**config.mk**
```make
export PLATFORM = sky130hd
export DESIGN_NAME = preg_release_unit
export DESIGN_NICKNAME = d
export VERILOG_FILES = /design/src/rtl/preg_release_unit.sv
export SDC_FILE = /design/constraint.sdc
export NUM_CORES = 1
export LEC_CHECK = 0
export ABC_AREA = 0
export CORE_ASPECT_RATIO = 1.1
export CORE_UTILIZATION = 39
export DETAILED_ROUTE_END_ITERATION = 12
export RECOVER_POWER = 25
export SLEW_MARGIN = 20
export SYNTH_ARGS = -nofsm -noshare
export SYNTH_HDL_FRONTEND = slang
export SYNTH_SLANG_ARGS = --single-unit
```
**constraint.sdc**
```tcl
create_clock -name clk -period 5.6 [get_ports clk]
set_clock_uncertainty 0.1 [all_clocks]
set_input_delay 0.56 -clock clk [delete_from_list [all_inputs] [get_ports clk]]
set_output_delay 0.56 -clock clk [all_outputs]
set_load 0.02 [all_outputs]
```
**src/rtl/preg_release_unit.sv**
```systemverilog
// Stages stale physical registers freed at commit and returns them one per
// cycle to the free-register queue, in retirement order, never dropping any.
module preg_release_unit #(
  parameter int COMMIT_WIDTH = 2,
  parameter int BUF_DEPTH    = 8,
  parameter int PREG_W       = 7
) (
  input  logic                           clk,
  input  logic                           rst,
  input  logic [COMMIT_WIDTH-1:0]        commit_valid,
  input  logic [COMMIT_WIDTH-1:0]        commit_has_dest,
  input  logic [COMMIT_WIDTH*PREG_W-1:0] commit_old_preg,
  output logic                           release_ready,
  input  logic                           free_full,
  output logic                           free_w_en,
  output logic [PREG_W-1:0]              free_preg,
  output logic [$clog2(BUF_DEPTH):0]     pending_cnt,
  output logic                           protocol_err
);

  localparam int AW = $clog2(BUF_DEPTH);
  localparam int CW = AW + 1;
  localparam logic [CW-1:0] DEPTH_C = CW'(BUF_DEPTH);
  localparam logic [CW-1:0] WIDTH_C = CW'(COMMIT_WIDTH);

  logic [PREG_W-1:0] buf_q [BUF_DEPTH];
  logic [CW-1:0]     wr_ptr_q, wr_ptr_d;
  logic [CW-1:0]     rd_ptr_q, rd_ptr_d;
  logic [CW-1:0]     count_q, count_d;
  logic              err_q, err_d;

  logic [PREG_W-1:0]       lane_s     [COMMIT_WIDTH];
  logic [AW-1:0]           slot_idx_s [COMMIT_WIDTH];
  logic [COMMIT_WIDTH-1:0] qual_s;
  logic [CW-1:0]           push_cnt_s;
  logic                    push_en_s;
  logic                    pop_s;
  logic                    viol_s;

  // Ready depends only on registered occupancy, so the commit stage sees no
  // combinational path from its own request or from the free queue.
  assign release_ready = (DEPTH_C - count_q) >= WIDTH_C;
  assign push_en_s     = release_ready;
  assign viol_s        = (|commit_valid) & ~release_ready;
  assign pop_s         = (count_q != '0) & ~free_full;

  assign free_w_en    = pop_s;
  assign free_preg    = (count_q != '0) ? buf_q[rd_ptr_q[AW-1:0]] : '0;
  assign pending_cnt  = count_q;
  assign protocol_err = err_q;

  // Qualify lanes and compact them: each lane's slot is wr_ptr plus the
  // number of qualifying older lanes, so skipped lanes leave no holes.
  always_comb begin
    push_cnt_s = '0;
    for (int k = 0; k < COMMIT_WIDTH; k++) begin
      lane_s[k]     = commit_old_preg[k*PREG_W +: PREG_W];
      qual_s[k]     = commit_valid[k] & commit_has_dest[k] & (lane_s[k] != '0);
      slot_idx_s[k] = wr_ptr_q[AW-1:0] + push_cnt_s[AW-1:0];
      if (qual_s[k]) begin
        push_cnt_s = push_cnt_s + CW'(1);
      end else begin
        push_cnt_s = push_cnt_s;
      end
    end
  end

  // Next-state for pointers, occupancy and the sticky error flag.
  always_comb begin
    wr_ptr_d = wr_ptr_q;
    rd_ptr_d = rd_ptr_q;
    count_d  = count_q;
    err_d    = err_q | viol_s;
    if (push_en_s) begin
      wr_ptr_d = wr_ptr_q + push_cnt_s;
      count_d  = count_q + push_cnt_s;
    end else begin
      wr_ptr_d = wr_ptr_q;
      count_d  = count_q;
    end
    if (pop_s) begin
      rd_ptr_d = rd_ptr_q + CW'(1);
      count_d  = count_d - CW'(1);
    end else begin
      rd_ptr_d = rd_ptr_q;
    end
  end

  // Control state register with synchronous reset.
  always_ff @(posedge clk) begin
    if (rst) begin
      wr_ptr_q <= '0;
      rd_ptr_q <= '0;
      count_q  <= '0;
      err_q    <= 1'b0;
    end else begin
      wr_ptr_q <= wr_ptr_d;
      rd_ptr_q <= rd_ptr_d;
      count_q  <= count_d;
      err_q    <= err_d;
    end
  end

  // Staging storage; contents are don't-care after reset.
  always_ff @(posedge clk) begin
    for (int k = 0; k < COMMIT_WIDTH; k++) begin
      if (push_en_s && qual_s[k]) begin
        buf_q[slot_idx_s[k]] <= lane_s[k];
      end
    end
  end

endmodule

```
==> impl_results.md <==
* Status: finished, violations left
* Failing checks: max-capacitance violations, max-slew violations
* Layout cell share with drive strength beyond 1 at 29.7%
* Worst setup margin at 1450 ps
* Vias in the first global route at 2495
* CTS tree: done
* Final setup violation count at 0
* CTS clk-pin slew, worst paths at 70 ps
* FILL cells at 882
* First-pass iteration count of the detailed router at 4
* Most used DFF post-synth: edfxtp_1
* Post-synth ARST share at 0%
* DIE WIDTH at 96.4 microns
* Max_slew headroom at -1.22%
* Post-Syn Area per Cell at 13.9 sq um
* First-pass GRT wire length at 14100 microns
* Setup TNS at 0 ps
* R2R Path End: buf_q[6][0]
* Grt ovf at 0
* Crit Path Max Fanout at 9
* Crit path DAT at 4010 ps
* Cts hold-fix bufs at 0
* Type of origin of the critical path: input pin
* I/O pin cnt at 35
* Initial core utilization at 40.5%
* # diodes at 0
* Row count at 37
* Placed Area at 4280 sq um
* Worst hold path endpoint: protocol_err
* Syn nets at 308
* Lkg Pwr at 1.51 nW
* Worst flop-to-flop path startpoint: pending_cnt[1]
* Sequential area share after synthesis at 51.3%
* Post-route cell area at 4420 sq um
* Unrepaired setup endpoints after global routing: false
* Yosys cell types at 40
* Max-slew violations at 10
* Synthesized area at 3820 sq um
* Number of setup buffers added after CTS at 0
* Hold path depth at 2
* Largest net degree at the start of global routing at 15
* Clk_lat worst skew at 340 ps
* All-layer global routing usage at 19.6%
* Worst vdd ir at 0.000271 V
* Clk buf depth at 2
* DR vias/cell at 5.56
* DPL Wire Length at 6000 microns
* Yosys warns at 0
* Via count at 2408
* Post-route DRC at 0
* Flops & latches, synth at 70
* Fin crit period at 4150 ps
* Endpoint type of the worst setup path: flop
* P&R area growth vs syn at 15.7%
* Hold Crit Class: reg -> reg
* H-tree levels at 3
* Core area at 9440 sq um
* Final wirelength at 9110 microns
* Port Buffers at 34
* Initial DRC Count at 227
* Worst Tran Pin Value at 1520 ps
* CTS sink cnt at 70
* Chip height at 106 microns
* Fmax achieved at 241 MHz
* Final hold vios at 0
* Final nets at 344
* DR WL/cell at 21.0 microns
* Antenna violations before repair at 0
* CTS buffer count at 9
* R2r setup slk at 1910 ps
* Critical path class: in -> reg
* Place WS at 1470 ps
* Detail Route Antenna Nets at 0
* Number of synthesized flops with an enable pin at 56
* CTS Root Cell: clkbuf_8
* MaxCap Viol Count at 1
* Hold path startpoint: protocol_err
* Mapped Cells at 275
* R2r worst-path depth at 7
* PostCTS Resize Cnt at 0
* Worst Path Required at 5470 ps
* Total power at 1.76 mW
* PwrDens at 398 nW/um^2
* Gp weighted congestion at 0.813
* Crit share post-route at 74.0%
* Die area at 10200 sq um
area by class of cell:
cell class                      count  area [sq um]  area share (%)
Multi-Input combinational cell    185          1750            39.6
Clock buffer                        9           124            2.80
Clock inverter                      7          48.8            1.10
Tap cell                          117           146            3.31
Timing Repair Buffer               36           355            8.03
Sequential cell                    70          1960            44.4
Inverter                            9          33.8           0.764
flip-flops by register name, indices dropped and copies added, names as in the netlist, named ones only:
signal and count:
buf_q 56, pending_cnt 4, protocol_err 1, rd_ptr_q 3, wr_ptr_q 3
cell usage after synthesis (all sizes together) (2+ instances only):
cell	n	area share [%]
mux2	58	17
edfxtp	56	44
nor2	27	2.7
dfxtp	14	7.3
mux4	14	8.3
mux2i	11	2.9
nand2	11	1.2
ha	10	3.3
inv	9	0.88
o21ai	8	1.0
buf	6	0.75
clkbuf	5	0.49
xor2	5	1.1
nor3	4	0.52
a21oi	3	0.39
nand3	3	0.65
nor3b	3	1.1
xnor2	3	0.69
a211oi	2	0.39
and3	2	0.33
fa	2	1.0
nor2b	2	0.33
nor4	2	0.33
o31ai	2	0.39
or4	2	0.39
routing by layer:
layer / GRT usage [%] / vias up / share of wire [%]
li1: - / 1126 / -
met1: 24.8 / 1214 / 44
met3: 4.55 / 11 / 3.3
met5: 0 / - / 0
met2: 32.7 / 57 / 51
met4: 6.62 / 0 / 1.6
cell usage in the layout (no fill, tap or decap), types with 2 or more instances in the layout:
master | Yosys | final
a211oi_1 | 2 | 2
a21oi_1 | 3 | 3
and3_1 | 2 | 2
buf_4 | 0 | 2
clkbuf_8 | 0 | 9
clkdlybuf4s50_1 | 0 | 27
clkinvlp_4 | 0 | 3
dfxtp_1 | 14 | 13
dlygate4sd3_1 | 0 | 7
edfxtp_1 | 56 | 56
fa_1 | 2 | 2
ha_1 | 10 | 10
inv_1 | 9 | 9
mux2_2 | 58 | 58
mux2i_1 | 11 | 11
mux4_2 | 14 | 14
nand2_1 | 9 | 11
nand3_1 | 1 | 2
nor2_1 | 27 | 27
nor2b_1 | 2 | 2
nor3_1 | 4 | 4
nor3b_1 | 0 | 2
nor4_1 | 2 | 2
o21ai_0 | 8 | 5
o21ai_1 | 0 | 3
or4_1 | 2 | 2
xnor2_1 | 3 | 3
xor2_1 | 5 | 5
logic make-up after synthesis:
kind of cell | Yosys count | synth area share, %
buf+inv | 20 | 2.13
flops | 70 | 51.3
mux | 83 | 28.2
simple gates | 63 | 8.91
compound gates | 19 | 3.24
fa+ha+maj | 12 | 4.32
xor+xnor | 8 | 1.83
where the power goes:
| group | internal (mW) | switching, mW | total, mW |
|---|---|---|---|
| logic | 0.325 | 0.357 | 0.681 |
| clock network | 0.160 | 0.204 | 0.364 |
| registers | 0.643 | 0.0707 | 0.714 |
stage by stage:
stage	hold WS, ps	cells	util (%)
after floorplan	372	275	-
after CTS	398	433	47.2
after detailed placement	375	417	45.3
final	383	433	46.8
after global routing	417	433	46.8
after global placement	366	417	45.3
worst max path at each step:
stage	from	endpoint	slack, ps
global route	pending_cnt[1]	free_w_en	1220
CTS	commit_old_preg[10]	pending_cnt[1]	1820
finish	commit_old_preg[3]	buf_q[6][0]	1450
detailed placement	commit_old_preg[10]	pending_cnt[1]	1470
floorplan	commit_old_preg[10]	pending_cnt[1]	2300
global placement	commit_old_preg[10]	pending_cnt[1]	1540
worst max-delay path, cell delays in order:
cell and delay [ps]:
dlygate4sd3_1 680, nor4_1 360, a21oi_1 200, ha_1 220
ha_1 300, inv_1 50, nor3b_1 460, nand2_1 470
o21ai_1 700
(Power assumes the default switching activity.)
